<file path="config.mk">
export PLATFORM = sky130hd
export DESIGN_NAME = sram_controller
export DESIGN_NICKNAME = d
export VERILOG_FILES = /design/src/rtl/arm_mem_pkg.sv /design/src/rtl/sram_read_buffer.sv /design/src/rtl/sram_controller.sv
export SDC_FILE = /design/constraint.sdc
export NUM_CORES = 1
export LEC_CHECK = 0
export CAP_MARGIN = 10
export CORE_MARGIN = 2
export CORE_UTILIZATION = 40
export DETAILED_ROUTE_END_ITERATION = 12
export PLACE_DENSITY = 0.76
export SYNTH_ARGS = -nofsm -noshare
export SYNTH_HDL_FRONTEND = slang
export SYNTH_SLANG_ARGS = --single-unit
</file>
<file path="constraint.sdc">
create_clock -name clk -period 1.6 [get_ports clk]
set_input_delay 0.24 -clock clk [delete_from_list [all_inputs] [get_ports clk]]
set_output_delay 0.24 -clock clk [all_outputs]
set_load 0.02 [all_outputs]
</file>
<file path="src/rtl/arm_mem_pkg.sv">
// Shared memory-subsystem definitions: SRAM controller state encoding,
// default data-memory base address and byte-address to word-index mapping.
package arm_mem_pkg;

  typedef enum logic [1:0] {
    IDLE = 2'd0,
    LOW  = 2'd1,
    HIGH = 2'd2,
    DONE = 2'd3
  } sramStateT;

  localparam logic [31:0] DEFAULT_BASE_ADDR = 32'd1024;
  localparam int          WORD_IDX_W        = 17;
  localparam int          SRAM_ADDR_W       = WORD_IDX_W + 1;

  typedef logic [WORD_IDX_W-1:0] wordIdxT;

  // Offset wraps modulo 2^32; byte-lane bits [1:0] and bits above 18 drop out.
  function automatic wordIdxT wordIndex(input logic [31:0] address,
                                        input logic [31:0] baseAddr);
    return wordIdxT'((address - baseAddr) >> 2);
  endfunction

endpackage

</file>
<file path="src/rtl/sram_read_buffer.sv">
// One-entry read buffer for sram_controller; the module only exists when
// SRAM_READ_BUFFER_EN is defined.
`ifdef SRAM_READ_BUFFER_EN
module sram_read_buffer
  import arm_mem_pkg::*;
(
  input  logic        clk,
  input  logic        rst,
  input  wordIdxT     reqIdx,
  output logic        hit,
  output logic [31:0] hitData,
  input  logic        updateEn,
  input  logic [31:0] updateData,
  input  logic        fillEn,
  input  wordIdxT     fillIdx,
  input  logic [31:0] fillData
);

  logic        valid;
  wordIdxT     tag;
  logic [31:0] data;

  always_ff @(posedge clk) begin
    if (rst) begin
      valid <= 1'b0;
    end else if (fillEn) begin
      valid <= 1'b1;
    end
  end

  // NOTE: tag and data are only observed through valid, so they carry no
  // reset; clearing valid alone invalidates the entry.
  always_ff @(posedge clk) begin
    if (fillEn) begin
      tag  <= fillIdx;
      data <= fillData;
    end else if (updateEn && valid && (reqIdx == tag)) begin
      data <= updateData;
    end
  end

  assign hit     = valid && (reqIdx == tag);
  assign hitData = data;

endmodule
`endif

</file>
<file path="src/rtl/sram_controller.sv">
// 32-bit load/store to 16-bit external SRAM bridge: each access is split into
// LOW and HIGH half-word phases. SRAM_READ_BUFFER_EN adds a one-entry read buffer.
module sram_controller
  import arm_mem_pkg::*;
#(
  parameter int          WAIT_CYCLES = 1,
  parameter logic [31:0] BASE_ADDR   = DEFAULT_BASE_ADDR
) (
  input  logic                   clk,
  input  logic                   rst,
  input  logic                   readEn,
  input  logic                   writeEn,
  input  logic [31:0]            address,
  input  logic [31:0]            writeData,
  output logic [31:0]            readData,
  output logic                   ready,
  output logic [SRAM_ADDR_W-1:0] sramAddr,
  output logic [15:0]            sramDqOut,
  input  logic [15:0]            sramDqIn,
  output logic                   sramDqOe,
  output logic                   sramWeN
);

  localparam int              CNT_W    = (WAIT_CYCLES < 1) ? 1 : $clog2(WAIT_CYCLES + 1);
  localparam logic [CNT_W-1:0] CNT_LAST = CNT_W'(WAIT_CYCLES);

  sramStateT        state, nextState;
  logic [CNT_W-1:0] cnt;
  logic             phaseLast;
  logic             request;
  logic             readHit;
  logic             isWrite;
  wordIdxT          reqIdx;
  wordIdxT          curIdx;
  logic [15:0]      writeHi;
  logic             bufHit;
  logic [31:0]      bufData;

  assign request   = readEn | writeEn;
  assign reqIdx    = wordIndex(address, BASE_ADDR);
  assign phaseLast = (cnt == CNT_LAST);
  // A simultaneous write request always wins, so a hit needs a pure read.
  assign readHit   = (state == IDLE) && readEn && !writeEn && bufHit;

`ifdef SRAM_READ_BUFFER_EN
  sram_read_buffer uReadBuffer (
    .clk        (clk),
    .rst        (rst),
    .reqIdx     (reqIdx),
    .hit        (bufHit),
    .hitData    (bufData),
    .updateEn   ((state == IDLE) && writeEn),
    .updateData (writeData),
    .fillEn     ((state == HIGH) && phaseLast && !isWrite),
    .fillIdx    (curIdx),
    .fillData   ({sramDqIn, readData[15:0]})
  );
`else
  assign bufHit  = 1'b0;
  assign bufData = readData;
`endif

  // NOTE: sequential state uses non-blocking assignments so every register
  // samples pre-edge values regardless of statement order.
  always_ff @(posedge clk) begin
    if (rst) begin
      state <= IDLE;
      cnt   <= '0;
    end else begin
      state <= nextState;
      cnt   <= ((state == LOW || state == HIGH) && !phaseLast) ? cnt + 1'b1 : '0;
    end
  end

  // NOTE: every always_comb output gets a default first, so no path can
  // leave it unassigned and infer a latch.
  always_comb begin
    nextState = state;
    case (state)
      IDLE: begin
        if (readHit)      nextState = DONE;
        else if (request) nextState = LOW;
      end
      LOW:     if (phaseLast) nextState = HIGH;
      HIGH:    if (phaseLast) nextState = DONE;
      DONE:    nextState = IDLE;
      default: nextState = IDLE;
    endcase
  end

  always_comb begin
    ready    = 1'b0;
    sramWeN  = 1'b1;
    sramDqOe = 1'b0;
    case (state)
      IDLE: ready = !request;
      LOW, HIGH: begin
        sramWeN  = !isWrite;
        sramDqOe = isWrite;
      end
      DONE:    ready = 1'b1;
      default: ;
    endcase
  end

  // External address and data are registered so they are stable for the
  // whole of each half-word phase.
  always_ff @(posedge clk) begin
    if (rst) begin
      readData  <= '0;
      sramAddr  <= '0;
      sramDqOut <= '0;
      isWrite   <= 1'b0;
      curIdx    <= '0;
      writeHi   <= '0;
    end else begin
      case (state)
        IDLE: begin
          if (readHit) begin
            readData <= bufData;
          end else if (request) begin
            isWrite  <= writeEn;
            curIdx   <= reqIdx;
            writeHi  <= writeData[31:16];
            sramAddr <= {reqIdx, 1'b0};
            if (writeEn) sramDqOut <= writeData[15:0];
          end
        end
        LOW: begin
          if (phaseLast) begin
            sramAddr <= {curIdx, 1'b1};
            if (isWrite) sramDqOut <= writeHi;
            else         readData[15:0] <= sramDqIn;
          end
        end
        HIGH: begin
          if (phaseLast && !isWrite) readData[31:16] <= sramDqIn;
        end
        default: ;
      endcase
    end
  end

endmodule

</file>
==> flow_summary_export.csv, run 1 <==
group,metric,value,unit
place,pre_cts_ws,-0.4915,ns
pwr,pwr-share-clk,13.7,%
logic_synthesis,netlist_area,0.004218,mm^2
layout,layout-drive-gt1-share,28.19,%
place,io_buffer_count,137,
pwr,switching_share,40.01,%
outcome,outcome,"finished with violations",
global_route,grt_pass1_wl,20.42,mm
logic_synthesis,syn_inst,493,
clock_tree,htreeDepth,3,
clock_tree,cts_buffers,9,
detailed_routing,drt_iter0_markers,188,
outcome,violations,"setup timing",
layout,area_delta_synth_final,73.01,%
die,num_io_pins,153,
min_path,hold_path_class,"input port to flip-flop",
global_route,grt_max_degree,39,
die,die_y,106.7,um
pwr,peakVddDrop,1109,uV
clock_tree,cts-root-buf,"clkbuf_8",
flow_run,cap_viol_max_count,0,
layout,final_util,71.00,%
sta,finalCritPeriodShare,112.1,%
die,die_w,106.7,um
clock_tree,cts_buffer_depth,2,
detailed_routing,vias,4314,
sta,slew_viol_final,0,
pwr,p_leak,3.357,nW
critical_path,critical_path_class,"flip-flop to output port",
global_route,grt_use_total,22.28,%
logic_synthesis,synth_edf_count,0,
pwr,netSwitchingPower,0.005456,W
die,core_area,0.01028,mm^2
logic_synthesis,synth.yosys.seq_area_share,48.89,%
sta,finalHoldViolations,0,
logic_synthesis,yosys.area.top_type_share,48.89,%
die,std_cell_rows,37,
logic_synthesis,synth_seq_cells,103,
logic_synthesis,synth_most_common_cell,"nand2_1",
detailed_routing,drt_first_pass_iters,5,
place,hpwlAfterDp,7.955,mm
logic_synthesis,ys_types,45,
logic_synthesis,yosys-top-cells-count,"nand2_1, dfxtp_1, a21oi_1, nor2_1, mux2i_1",
critical_path,crit_start,"state[1]",
place,gp_congestion,0.7955,
critical_path,worstPathArrival,1.55,ns
pwr,p_int,0.008181,W
detailed_routing,drt-total-wl,14.45,mm
sta,skew,0.01108,ns
critical_path,cp-start-kind,"flip-flop",
pwr,p_seq_share,27.2,%
detailed_routing,antenna_left,0,
clock_tree,tritoncts,"yes",
global_route,grt_pass1_vias,4201,
detailed_routing,viasPerCell,5.326,
critical_path,end_kind,"output port",
clock_tree,clkSlewWorstSetupHoldPaths,0.10,ns
critical_path,r2r-start,"state[0]",
detailed_routing,drc,0,
die,fp.dieArea,0.01138,mm^2
logic_synthesis,yosysWarnings,0,
sta,worst_slack,-0.1942,ns
clock_tree,clock-sinks,103,
sta,layout_min_cycle_time,1.794,ns
pwr,p_per_area,1869,mW/mm^2
logic_synthesis,ys.flop_type,"dfxtp_1",
min_path,min_from,"rst",
logic_synthesis,synthTopCellsByArea,"dfxtp_1, nand2_1, a21oi_1",
logic_synthesis,avgSynthCellArea,8.555,um^2
sta,slew_headroom,57.48,%
clock_tree,insertion_delay,0.36,ns
pwr,power_frac_comb,59.1,%
layout,n_antenna_cell,0,
sta,tightestPinTransition,0.6371,ns
logic_synthesis,async_reset_ff_share,0,%
sta,max_freq,557.4,MHz
sta,rsz0062_at_grt,"yes",
logic_synthesis,synth_top_cell_by_area,"dfxtp_1",
logic_synthesis,synth_fp_nets,582,
layout,final_nets,758,
global_route,antenna_found_initial,0,
clock_tree,ctsHoldBuffers,0,
global_route,overflow,0,
sta,finalSetupViolations,43,
detailed_routing,wl_per_cell,17.84,um
critical_path,cp.required,1.36,ns
die,initial_utilization,41.04,%
critical_path,crit_fanout,2,
-- registers in the layout, summed over array words and instances, names as in the netlist --
name / count
writeHi: 16
readData: 32
isWrite: 1
sramAddr: 18
sramDqOut: 16
state: 2
cnt: 1
curIdx: 17
-- area by class of cell --
class	instances	area, um^2
Clock buffer	12	155.1
Tap cell	136	170.2
Timing Repair Buffer	198	2266
Sequential cell	103	2064
Fill cell	768	2980
Multi-Input combinational cell	349	2531
Inverter	8	33.78
Clock inverter	4	76.32
-- critical path, cell delays in order, from the launching register on --
cell     delay, ns
dfxtp_2       0.34
inv_2         0.08
ha_4          0.13
or3b_4        0.39
a21oi_4       0.13
buf_6         0.13
-- power groups by stage --
stage	logic [W]	clock network (W)	registers (W)
finish	0.00806	0.00186	0.00371
global route	0.00848	0.00200	0.00378
CTS	0.00666	0.00189	0.00363
detailed placement	0.00514	0	0.00364
global placement	0.00502	0	0.00361
floorplan	0.00271	0	0.00410
-- layer usage --
metal | vias to the layer above | GRT usage, % | wire length [um]
met5 | - | 0 | 0
met4 | 0 | 7.885 | 361
met3 | 28 | 4.195 | 790
met2 | 171 | 39.40 | 7466
met1 | 2081 | 26.98 | 5834
li1 | 2034 | - | -
-- through the flow --
step	TNS, ns	hold slack [ns]	area [um^2]	power, W	std cells
final	-3.493	0.2301	7297	0.01364	810
after global routing	-6.799	0.2307	7297	0.01426	810
after CTS	-3.905	0.1909	6621	0.01218	798
after detailed placement	-7.807	0.4460	5909	0.008785	763
after global placement	-5.228	0.4417	5909	0.008629	763
after floorplan	-0.1756	0.3356	4242	0.006803	493
-- placed cells by master, fill, tap and decap left out, types with 3 or more instances in the layout --
cell type        instances
dlygate4sd2_1            4
clkdlybuf4s50_1         86
clkbuf_16                5
and2_4                   3
buf_8                    4
inv_1                    4
o21ai_2                  4
dfxtp_1                101
a21oi_1                 48
o211a_4                  4
clkbuf_8                11
dlymetal6s2s_1          43
mux2i_1                 25
inv_2                    3
a211oi_2                25
nand3_2                  3
nor2_1                  22
buf_4                   26
buf_12                  13
a211oi_1                 4
nor3_1                   3
a21oi_2                 15
xnor2_1                  3
nand2_1                118
nor2_4                  13
nor2_2                   4
buf_6                   17
nand2_4                  8
-- what timing repair did --
item	CTS	global route
endpoints found under the setup margin	40	129
cloned	6	9
setup buffers	14	10
gates resized for setup	77	152
endpoints found under the hold margin	0	0
pin swaps	18	37
-- cell families (layout without fill, tap and decap cells) --
kind of cell / count (synthesis) / in the layout / synth area share, %
simple gates: 192 / 192 / 18.78
compound gates: 118 / 121 / 18.48
flops: 103 / 103 / 48.89
fa+ha+maj: 5 / 5 / 1.483
mux: 26 / 26 / 6.170
buf+inv: 44 / 222 / 5.161
xor+xnor: 5 / 5 / 1.038
-- final timing paths --
path	endpoint	slack, ns	cells past startpoint
max	ready	-0.19	5
min reg2reg	readData[31]	0.45	2
min	sramAddr[7]	0.23	2
max reg2reg	sramDqOut[14]	-0.18	9
Note: power is estimated with default switching activity, not from simulation.
==> run 2, diff against run 1 <==
--- a/config.mk
+++ b/config.mk
@@ -6,9 +6,10 @@
 export NUM_CORES = 1
 export LEC_CHECK = 0
 export CAP_MARGIN = 10
-export CORE_MARGIN = 2
+export CORE_MARGIN = 1
 export CORE_UTILIZATION = 40
 export DETAILED_ROUTE_END_ITERATION = 12
+export GPL_ROUTABILITY_DRIVEN = 0
 export PLACE_DENSITY = 0.76
 export SYNTH_ARGS = -nofsm -noshare
 export SYNTH_HDL_FRONTEND = slang
==> run 2 against run 1 <==
The flow still finishes with violations (setup timing). Critical path type unchanged. Core utilization is 4.7 points lower. Power fell by 11%. Sequential power decreased by 3%.
==> flow_summary_export.csv, run 2 (synthesis results as in run 1) <==
group,metric,value,unit
critical_path,crit_fanout,2,
sta,worst_slack,-0.1999,ns
sta,finalCritPeriodShare,112.5,%
global_route,grt_pass1_wl,19.27,mm
layout,top_regs,"readData (32), sramAddr (18), curIdx (17)",
layout,final_nets,751,
layout,final_util,66.30,%
clock_tree,tritoncts,"yes",
detailed_routing,drt-total-wl,12.85,mm
global_route,antenna_found_initial,0,
detailed_routing,wl_per_cell,16.02,um
pwr,p_leak,3.317,nW
layout,largest_register_ffs,32,
die,die_y,104.7,um
global_route,overflow,0,
layout,top_register,"readData",
critical_path,critPathSlowestCell,"or3b_4",
detailed_routing,drc,0,
global_route,grt_pass1_vias,4073,
pwr,p_per_area,1772,mW/mm^2
critical_path,cpPeakStageDelay,0.38,ns
clock_tree,insertion_delay,0.37,ns
critical_path,cp.required,1.36,ns
place,io_buffer_count,137,
outcome,violations,"setup timing",
layout,num-fill-cells,829,
sta,tightestPinTransition,0.5307,ns
layout,layout-drive-gt1-share,22.37,%
place,place_area,0.005934,mm^2
clock_tree,cts_buffers,9,
critical_path,crit_buf_inv,2,
detailed_routing,drt_first_pass_iters,4,
global_route,grt_max_degree,44,
layout,final_cell_mix,"nand2_1, dfxtp_1, clkdlybuf4s50_1",
place,hpwlAfterDp,7.777,mm
detailed_routing,viasPerCell,5.156,
critical_path,crit_family,"simple AND/OR/NAND/NOR gates",
sta,rsz0062_at_grt,"yes",
critical_path,critical_path_class,"flip-flop to output port",
global_route,grt_use_total,21.76,%
die,initial_utilization,41.04,%
sta,slew_headroom,64.62,%
critical_path,crit_chain,"inv_2 > ha_4 > or3b_4 > a21oi_2 > buf_4",
pwr,peakVddDrop,818.3,uV
die,core_area,0.01028,mm^2
critical_path,worstPathArrival,1.56,ns
layout,n_antenna_cell,0,
sta,slew_viol_final,0,
flow_run,cap_viol_max_count,0,
clock_tree,cts_buffer_depth,2,
layout,area_delta_synth_final,61.55,%
sta,finalSetupViolations,43,
clock_tree,cts-root-buf,"clkbuf_8",
critical_path,cp-start-kind,"flip-flop",
layout,layout_commonest_cell,"nand2_1",
clock_tree,clock-sinks,103,
outcome,outcome,"finished with violations",
layout,fin_area,0.006814,mm^2
min_path,hold_path_class,"input port to flip-flop",
sta,max_freq,555.6,MHz
place,dp_cells,768,
sta,finalHoldViolations,0,
clock_tree,htreeDepth,3,
detailed_routing,antenna_left,0,
clock_tree,clkSlewWorstSetupHoldPaths,0.11,ns
critical_path,end_kind,"output port",
sta,skew,0.01573,ns
die,num_io_pins,153,
detailed_routing,vias,4135,
die,fp.dieArea,0.01096,mm^2
layout,stdcell_count,802,
die,die_w,104.7,um
sta,layout_min_cycle_time,1.800,ns
die,std_cell_rows,37,
detailed_routing,drt_iter0_markers,285,
==> run 2: changes by cell type in the layout (fill, tap and decap cells not counted), moves of 5 or more <==
cell	previous run	this run
nor2_4	13	2
clkdlybuf4s50_1	86	76
nand2_4	8	0
a211oi_1	4	11
a211oi_2	25	18
buf_12	13	6
dlymetal6s2s_1	43	50
nor2_1	22	29
a21oi_1	48	54
buf_4	26	32
nand2_1	118	124
o21ai_0	2	7
==> run 2: final timing paths <==
path,end,cells past startpoint,from,slack (ns)
worst max-delay path,ready,5,state[1],-0.20
worst min-delay path,sramAddr[2],2,rst,0.24
worst max register to register,sramDqOut[6],11,state[1],-0.18
worst min register to register,writeHi[15],2,writeHi[15],0.46
==> run 2: final cells by class <==
cell class / count / area [um^2] / share of cell area (%)
clock buffer: 9 / 123.9 / 1.818
clock inverter: 6 / 76.32 / 1.120
inverter: 8 / 33.78 / 0.4958
multi-input combinational: 350 / 2250 / 33.02
sequential: 103 / 2064 / 30.30
tap: 136 / 170.2 / 2.497
timing repair buffer: 190 / 2096 / 30.76
==> run 2: timing repair <==
item | CTS | global route
endpoints found under the setup margin | 45 | 100
buffers inserted | 5 | 4
gates resized for setup | 53 | 103
pin swaps | 6 | 20
cloned | 5 | 5
hold buffers | 0 | 0
==> run 2: per-layer routing <==
layer  up-vias  wire length (um)  track usage [%]
met1      1946              5422            25.76
met4         0               261            9.457
met2       144              6437            38.51
met3        21               724            3.743
met5         -                 0                0
li1       2024                 -                -
==> run 2: worst register-to-register path, stage by stage (launching register included) <==
cell and delay, ns:
dfxtp_2 0.34, inv_2 0.07, buf_4 0.11, buf_6 0.09
ha_4 0.17, buf_6 0.13, mux2i_1 0.07, a21oi_2 0.18
buf_6 0.15, clkbuf_16 0.15, nor2_2 0.04, a211oi_2 0.20
==> run 2: where the power goes <==
part | switching, W | internal [W]
logic | 0.00346 | 0.00334
registers | 0.000361 | 0.00323
clock network | 0.000937 | 0.000744
==> run 2: per-stage QoR <==
stage	setup WS [ns]	power [W]	TNS, ns	hold WS, ns
after floorplan	-0.02571	0.006803	-0.1756	0.3356
after global placement	-0.4464	0.008636	-5.019	0.4418
after detailed placement	-0.4544	0.008791	-6.977	0.4480
after CTS	-0.2023	0.01137	-1.205	0.2331
after global routing	-0.2821	0.01273	-7.798	0.2260
final	-0.1999	0.01207	-4.662	0.2410
==> run 3, diff against run 2 <==
--- a/config.mk
+++ b/config.mk
@@ -8,6 +8,7 @@
 export CAP_MARGIN = 10
 export CORE_MARGIN = 1
 export CORE_UTILIZATION = 40
+export CTS_BUF_LIST = sky130_fd_sc_hd__clkbuf_4 sky130_fd_sc_hd__clkbuf_8 sky130_fd_sc_hd__clkbuf_16
 export DETAILED_ROUTE_END_ITERATION = 12
 export GPL_ROUTABILITY_DRIVEN = 0
 export PLACE_DENSITY = 0.76
==> results of run 3 <==
Same layout as run 2: the final DEF is identical, and so are final timing and power.
